===== config.mk =====
export PLATFORM = sky130hd
export DESIGN_NAME = tile_index_ram
export DESIGN_NICKNAME = d
export VERILOG_FILES = /design/src/rtl/tile_index_ram.sv
export SDC_FILE = /design/constraint.sdc
export NUM_CORES = 2
export LEC_CHECK = 0
export ABC_AREA = 1
export BUFFER_PORTS_ARGS = -buffer_cell sky130_fd_sc_hd__buf_2
export CAP_MARGIN = 20
export CORE_MARGIN = 2
export CORE_UTILIZATION = 28
export DETAILED_ROUTE_END_ITERATION = 16
export GPL_ROUTABILITY_DRIVEN = 0
export PLACE_DENSITY = 0.5
export SLEW_MARGIN = 20
export SYNTH_ARGS = -nofsm -noshare
export SYNTH_HDL_FRONTEND = slang
export SYNTH_SLANG_ARGS = --single-unit

===== constraint.sdc =====
create_clock -name clk_clk -period 2.22 [get_ports clk_clk]
set_clock_uncertainty 0.1 [all_clocks]
set_input_delay 0.333 -clock clk_clk [delete_from_list [all_inputs] [get_ports clk_clk]]
set_output_delay 0.333 -clock clk_clk [all_outputs]
set_load 0.05 [all_outputs]

===== src/rtl/tile_index_ram.sv =====
// Background tile-index store: byte-enabled CPU port, scanout read port and a fill engine.
// Optional scanout scroll offsets are enabled by defining TILE_INDEX_RAM_SCROLL_EN.
module tile_index_ram #(
    parameter int DATA_W = 32,
    parameter int ADDR_W = 6,
    parameter int COL_W  = 3
) (
    input  logic                     clk_clk,
    input  logic                     reset_reset_n,
    input  logic [ADDR_W-1:0]        s1_address,
    input  logic                     s1_chipselect,
    input  logic                     s1_read,
    input  logic                     s1_write,
    input  logic [DATA_W-1:0]        s1_writedata,
    input  logic [DATA_W/8-1:0]      s1_byteenable,
    output logic [DATA_W-1:0]        s1_readdata,
    output logic                     s1_readdatavalid,
    output logic                     s1_waitrequest,
    input  logic                     clr_start,
    input  logic [DATA_W-1:0]        clr_value,
    output logic                     clr_busy,
    input  logic                     disp_req,
    input  logic [ADDR_W-1:0]        disp_addr,
    output logic [DATA_W-1:0]        disp_data,
    output logic                     disp_valid
`ifdef TILE_INDEX_RAM_SCROLL_EN
    ,
    input  logic [COL_W-1:0]         scroll_x,
    input  logic [ADDR_W-COL_W-1:0]  scroll_y
`endif
);

    localparam int BE_W  = DATA_W / 8;
    localparam int DEPTH = 1 << ADDR_W;
    localparam int ROW_W = ADDR_W - COL_W;
    localparam logic [ADDR_W-1:0] LAST_ADDR = '1;

    typedef enum logic {
        ST_IDLE,
        ST_CLEAR
    } state_t;

    state_t              r_state;
    state_t              w_state_nxt;
    logic                w_start;
    logic [ADDR_W-1:0]   r_cnt;
    logic [DATA_W-1:0]   r_fill;

    logic [DATA_W-1:0]   r_mem [DEPTH];

    logic                w_cpu_wr;
    logic                w_cpu_rd;
    logic                w_we;
    logic [ADDR_W-1:0]   w_waddr;
    logic [DATA_W-1:0]   w_wdata;
    logic [BE_W-1:0]     w_wbe;
    logic [ADDR_W-1:0]   w_disp_addr;
    logic [DATA_W-1:0]   r_s1_readdata;
    logic                r_s1_readdatavalid;
    logic [DATA_W-1:0]   r_disp_data;
    logic                r_disp_valid;

    always_ff @(posedge clk_clk or negedge reset_reset_n) begin
        if (!reset_reset_n) begin
            r_state <= ST_IDLE;
        end else begin
            r_state <= w_state_nxt;
        end
    end

    always_comb begin
        w_state_nxt = r_state;
        w_start     = 1'b0;
        case (r_state)
            ST_IDLE: begin
                if (clr_start) begin
                    w_state_nxt = ST_CLEAR;
                    w_start     = 1'b1;
                end
            end
            ST_CLEAR: begin
                if (r_cnt == LAST_ADDR) begin
                    w_state_nxt = ST_IDLE;
                end
            end
            default: w_state_nxt = ST_IDLE;
        endcase
    end

    // Counter wraps naturally to 0 after the last address is written.
    always_ff @(posedge clk_clk or negedge reset_reset_n) begin
        if (!reset_reset_n) begin
            r_cnt  <= '0;
            r_fill <= '0;
        end else if (w_start) begin
            r_cnt  <= '0;
            r_fill <= clr_value;
        end else if (r_state == ST_CLEAR) begin
            r_cnt  <= r_cnt + 1'b1;
        end
    end

    assign clr_busy       = (r_state == ST_CLEAR);
    assign s1_waitrequest = s1_chipselect & clr_busy;

    assign w_cpu_wr = s1_chipselect & s1_write & ~s1_waitrequest;
    assign w_cpu_rd = s1_chipselect & s1_read & ~s1_write & ~s1_waitrequest;

    // CPU is stalled throughout a clear, so the clear engine owns the write port then.
    assign w_we    = clr_busy | w_cpu_wr;
    assign w_waddr = clr_busy ? r_cnt  : s1_address;
    assign w_wdata = clr_busy ? r_fill : s1_writedata;
    assign w_wbe   = clr_busy ? {BE_W{1'b1}} : s1_byteenable;

    always_ff @(posedge clk_clk) begin
        if (w_we) begin
            for (int b = 0; b < BE_W; b++) begin
                if (w_wbe[b]) begin
                    r_mem[w_waddr][b*8 +: 8] <= w_wdata[b*8 +: 8];
                end
            end
        end
    end

`ifdef TILE_INDEX_RAM_SCROLL_EN
    logic [ROW_W-1:0] w_row;
    logic [COL_W-1:0] w_col;
    // Row and column wrap separately; no carry from column into row.
    assign w_row       = disp_addr[ADDR_W-1:COL_W] + scroll_y;
    assign w_col       = disp_addr[COL_W-1:0] + scroll_x;
    assign w_disp_addr = {w_row, w_col};
`else
    assign w_disp_addr = disp_addr;
`endif

    // Reads sample the array before the same-edge write lands, returning old data.
    always_ff @(posedge clk_clk or negedge reset_reset_n) begin
        if (!reset_reset_n) begin
            r_s1_readdata      <= '0;
            r_s1_readdatavalid <= 1'b0;
            r_disp_data        <= '0;
            r_disp_valid       <= 1'b0;
        end else begin
            r_s1_readdatavalid <= w_cpu_rd;
            r_disp_valid       <= disp_req;
            if (w_cpu_rd) begin
                r_s1_readdata <= r_mem[s1_address];
            end
            if (disp_req) begin
                r_disp_data <= r_mem[w_disp_addr];
            end
        end
    end

    assign s1_readdata      = r_s1_readdata;
    assign s1_readdatavalid = r_s1_readdatavalid;
    assign disp_data        = r_disp_data;
    assign disp_valid       = r_disp_valid;

endmodule

* After elaboration in Yosys (flattened, before gate mapping)
Memories as Yosys holds them, arrays and structs flattened. A register that Yosys moved wholly into a read port is not among the register bits. Index checks and enable logic that the tools add are counted.
Word-level totals: register bits after elaboration 41, input port bits 87, memories kept 1, logic and storage cells 42, output and inout port bits 68, bits in writable memories 2048
Memory list:
- r_mem | depth 64, bits a word 32, rd ports 2, clocked after memory_dff 2, wr ports 1, line 49 | logic [DATA_W-1:0] r_mem [DEPTH];
Operators by class: add/sub/neg operators 1, eq/ne operators 1, multiplexer cells 21, reductions and logical operators 3, bitwise gates (word level) 10
Operators with widths (number):
- two-way mux 32 bit | 1
- two-way mux 6 bit | 3
- two-way mux 1 bit | 15
- adder 6 x 1 -> 6 bit (second input constant) | 1
- bitwise AND 1 bit | 6
- equality test 6 bit (second input constant) | 1
- two-way mux 4 bit | 1
- NOT 1 bit | 3
- logical NOT 1 bit | 2
- case mux 1 bit (2 select lines) | 1
- nonzero test 2 bit | 1
- bitwise OR 1 bit | 1

* Logic depth before layout (Yosys ltp)
word-level depth 6, mapped depth 13, gate-level depth less buffers 9

* Worst setup path after synthesis
Ideal clock, no wire load.
kind register -> register, start point register r_state, in the netlist clr_busy, end point memory r_mem[0][12], data pin, library setup time 0.356 ns, slack -0.592 ns, path buffers 3, cell stages (with the launch flop) 6, arrival time 2.356 ns, required time 1.764 ns, cells stage by stage dfrtp_1 buf_4 clkbuf_1 buf_1 nand2_1 nand2_1
Between the ends: word-level cells in the longest chain between the ends 1
RTL lines:
- start: declaration | line 43 | state_t r_state;
- start signal: assignment | line 67 | r_state <= w_state_nxt;
- two-way mux 32 bit | line 112 | assign w_wdata = clr_busy ? r_fill : s1_writedata;
- via w_wdata[12] | line 55 | logic [DATA_W-1:0] w_wdata;
- end: declaration | line 49
The timed path passes the listed nets, and every way through them passes these cells.

* Worst setup path after layout
start point register r_state, in the netlist clr_busy, end point memory r_mem[59][26] (enable)
Between the ends: word-level cells in the longest chain between the ends 6, elaborated cells between the ends (all ways) 9, classes of those cells mux: 5; bitwise: 4
RTL lines:
- bitwise AND 1 bit | line 104 | assign s1_waitrequest = s1_chipselect & clr_busy;
- NOT 1 bit | line 106 | assign w_cpu_wr = s1_chipselect & s1_write & ~s1_waitrequest;
- bitwise AND 1 bit | line 106
- bitwise OR 1 bit | line 110 | assign w_we = clr_busy | w_cpu_wr;
- two-way mux 1 bit | line 116 | if (w_we) begin
- two-way mux 1 bit (not written as such) | line 119 | r_mem[w_waddr][b*8 +: 8] <= w_wdata[b*8 +: 8];
Several ways; a longest one is shown, not always the timed one.

==> flow_summary.yaml <==
critical_path:
  critPathMostFrequentCell: "buf_6"
  cp-start-kind: "register"
  worstSetupEndpointType: "register"
  path_cells: "inv_2 > buf_6 > a21oi_4 > buf_4 > nor2_2 > buf_6 > nand2_4 > buf_6 > nor2_4 > buf_8"
  cp_slowest_cell: "dfrtp_4"
  required_ns: 2.73
  path_class: "reg2reg"
  crit_arrival_ns: 2.90
  worstPathMaxFanout: 8
  slowest_delay_ns: 0.53
global_routing:
  grt_max_degree: 65
  grt-ovfl-total: 0
  grt_pass1_vias: 90937
  track_usage_pct: 22.7
  antenna_found_initial: 11
  grt_pass1_wl_mm: 652
final_layout:
  final_cell_mix: "nand2_1 (4315), nand3_1 (4040), edfxtp_1 (2048), buf_4 (871), buf_12 (333)"
  fillCellCount: 38302
  layout_commonest_cell: "nand2_1"
  final_util_pct: 35.5
  drive_gt1_share_pct: 17.1
  multi_input_comb_area_mm2: 0.0394
  final_area_mm2: 0.135
  syn_to_final_growth_pct: 26.1
  nNetsFinal: 12902
  ff_latch_area_mm2: 0.0641
  instances_no_fill: 18036
timing:
  relSlewSlack_pct: 65.9
  slew_violations: 0
  rsz0062_at_grt: "yes"
  worst_pin_slew_ns: 0.511
  setup_viol: 2022
  fmax_mhz: 418
  period_needed_ns: 2.39
  setup_slack_ns: -0.170
  finalCritPeriodShare_pct: 108
  hold_violations: 0
clock_tree:
  cts_tree: "done"
  cts_buffer_depth: 4
  cts_max_level: 4
  cts-root-buf: "clkbuf_16"
  clk_pin_slew_ns: 0.06
  clock-sinks: 2153
  cts-buffers-inserted: 237
  clk_latency_ns: 0.94
detailed_routing:
  drtAntennaViolNets: 0
  drcViolationCount: 0
  drt_iter0_drc: 12203
  drt_first_pass_iters: 8
  post_drt_wl_per_cell_um: 25.2
  vias: 95747
  viasPerCell: 5.31
  wl_mm: 454
placement:
  dpl_cell_area_mm2: 0.124
  dp_hpwl_mm: 314
  place_ws_ns: -0.403
  port_buffers: 154
  dp.cells: 17505
floorplanning:
  io_pins: 155
  die_area_mm2: 0.387
  die-width_um: 622
  fp-row-count: 226
  die_h_um: 622
  coreArea_mm2: 0.379
  start_util_pct: 28.2
logic_synthesis:
  synthFlopType: "edfxtp_1"
  synth_area_leaders: "edfxtp_1 (58%), nand3_1 (19%), nand2_1 (15%)"
  synthCells: 11893
  synthMuxAreaShare_pct: 0.337
  synth_top_family_by_area: "simple AND/OR/NAND/NOR gates"
  netlist.area_leader.share_pct: 57.5
  synth_fa_ha_area_share_pct: 0.0117
  ys_types: 28
  ys_ff_latch: 2153
  synth-warning-count: 0
  synth-compound-area-share_pct: 0.0948
  synth_simple_gate_area_share_pct: 35.4
  syn_area_per_cell_um2: 8.99
  async_reset_ff_share_pct: 4.88
  yosysTopAreaCell: "edfxtp_1"
  synth_xor_area_share_pct: 0
  synth_nets: 11981
  synth-seq-area-share_pct: 60.0
  synth_area_mm2: 0.107
  synth-edff-count: 2048
pwr:
  powerDensity_mw_per_mm2: 931
  ir_worst_vdd_mv: 0.890
  finalPower_mw: 126
  p_leak_nw: 52.7
flow_run:
  maxCapViolCount: 0
hold_path:
  hold_path_class: "in2reg"
status:
  violations: "setup timing"
  status: "finished, violations left"
==> state kept, by name (all words and copies together) (netlist names) <==
signal and count:
r_mem 2048, disp_data 32, r_fill 32, s1_readdata 32, r_cnt 6, clr_busy 1
disp_valid 1, s1_readdatavalid 1
==> cells in the mapped netlist (2+ instances only) <==
cell,number
nor2_1,269
clkbuf_1,242
o21ai_1,3
a21oi_2,2
a21oi_1,2
buf_4,50
inv_4,2
nand2_1,4403
o21ai_0,4
edfxtp_1,2048
dfrtp_1,105
inv_2,10
buf_1,98
nor2_2,6
mux2_2,32
inv_1,18
nand3_1,4040
buf_2,549
==> cell families after synthesis <==
family,count (synthesis)
buffers and inverters,970
AO/OA/AOI/OAI,16
adder cells (fa/ha/maj),1
AND/OR/NAND/NOR,8721
multiplexers,32
flip-flops,2153
==> what timing repair did <==
| item | in CTS | in global routing |
|---|---|---|
| gates resized for setup | 335 | 171 |
| hold buffers | 75 | 0 |
| setup buffers | 7 | 4 |
| gates cloned | 0 | 0 |
| endpoints found under the setup margin | 2054 | 2059 |
| pin swaps | 8 | 6 |
| endpoints found under the hold margin | 1876 | 0 |
==> critical path, delay by kind of cell (launching register included) <==
family                 cells  cell delay, ns
buffers and inverters      6            0.93
and+or+nand+nor            3            0.43
AOI/OAI and AO/OA          1            0.06
DFF                        1            0.53
==> layer usage <==
metal | GRT usage [%] | vias up | routed length (µm)
met5 | 0 | - | 69
met4 | 11.8 | 10 | 27200
met3 | 3.02 | 1007 | 35300
met2 | 36.7 | 4905 | 209000
met1 | 29.7 | 46705 | 183000
li1 | - | 43120 | -
==> power breakdown <==
part           switching, mW  total [mW]  internal, mW  leakage [nW]
sequential              1.64        55.4          53.7          19.9
clock                   17.2        40.8          23.6          3.83
combinational           20.5        29.4          8.99          29.0
total                   39.3         126          86.3          52.7
==> cell type report <==
class / instances / area share [%]
flip-flops and latches: 2153 / 47.5
multi-input cells: 8770 / 29.2
repair buffers: 1622 / 12.6
clock buffers: 305 / 4.74
well taps: 5016 / 4.65
clock inverters: 132 / 1.07
inverters: 30 / 0.141
diodes: 8 / 0.0148
==> final timing paths <==
check,start,endpoint,slack (ns),cells after the start
setup / recovery,clr_busy,r_mem[59][26],-0.17,10
min in group asynchronous,reset_reset_n,disp_data[14],0.08,3
max in group asynchronous,reset_reset_n,disp_data[23],1.63,3
setup reg to reg,clr_busy,r_mem[59][26],-0.17,10
hold reg to reg,disp_data[16],disp_data[16],0.39,2
hold / removal,s1_writedata[23],r_mem[36][23],0.01,4
==> per-stage QoR <==
stage | hold WS (ns) | TNS (ns)
6_report | 0.0129 | -147.96
5_1_grt | 0.0223 | -285.24
4_1_cts | 0.00145 | -82.64
3_5_place_dp | 0.222 | -254.61
3_3_place_gp | 0.216 | -253.94
2_1_floorplan | -0.0626 | -224.13
No activity file was read; power rests on OpenSTA's default activity.
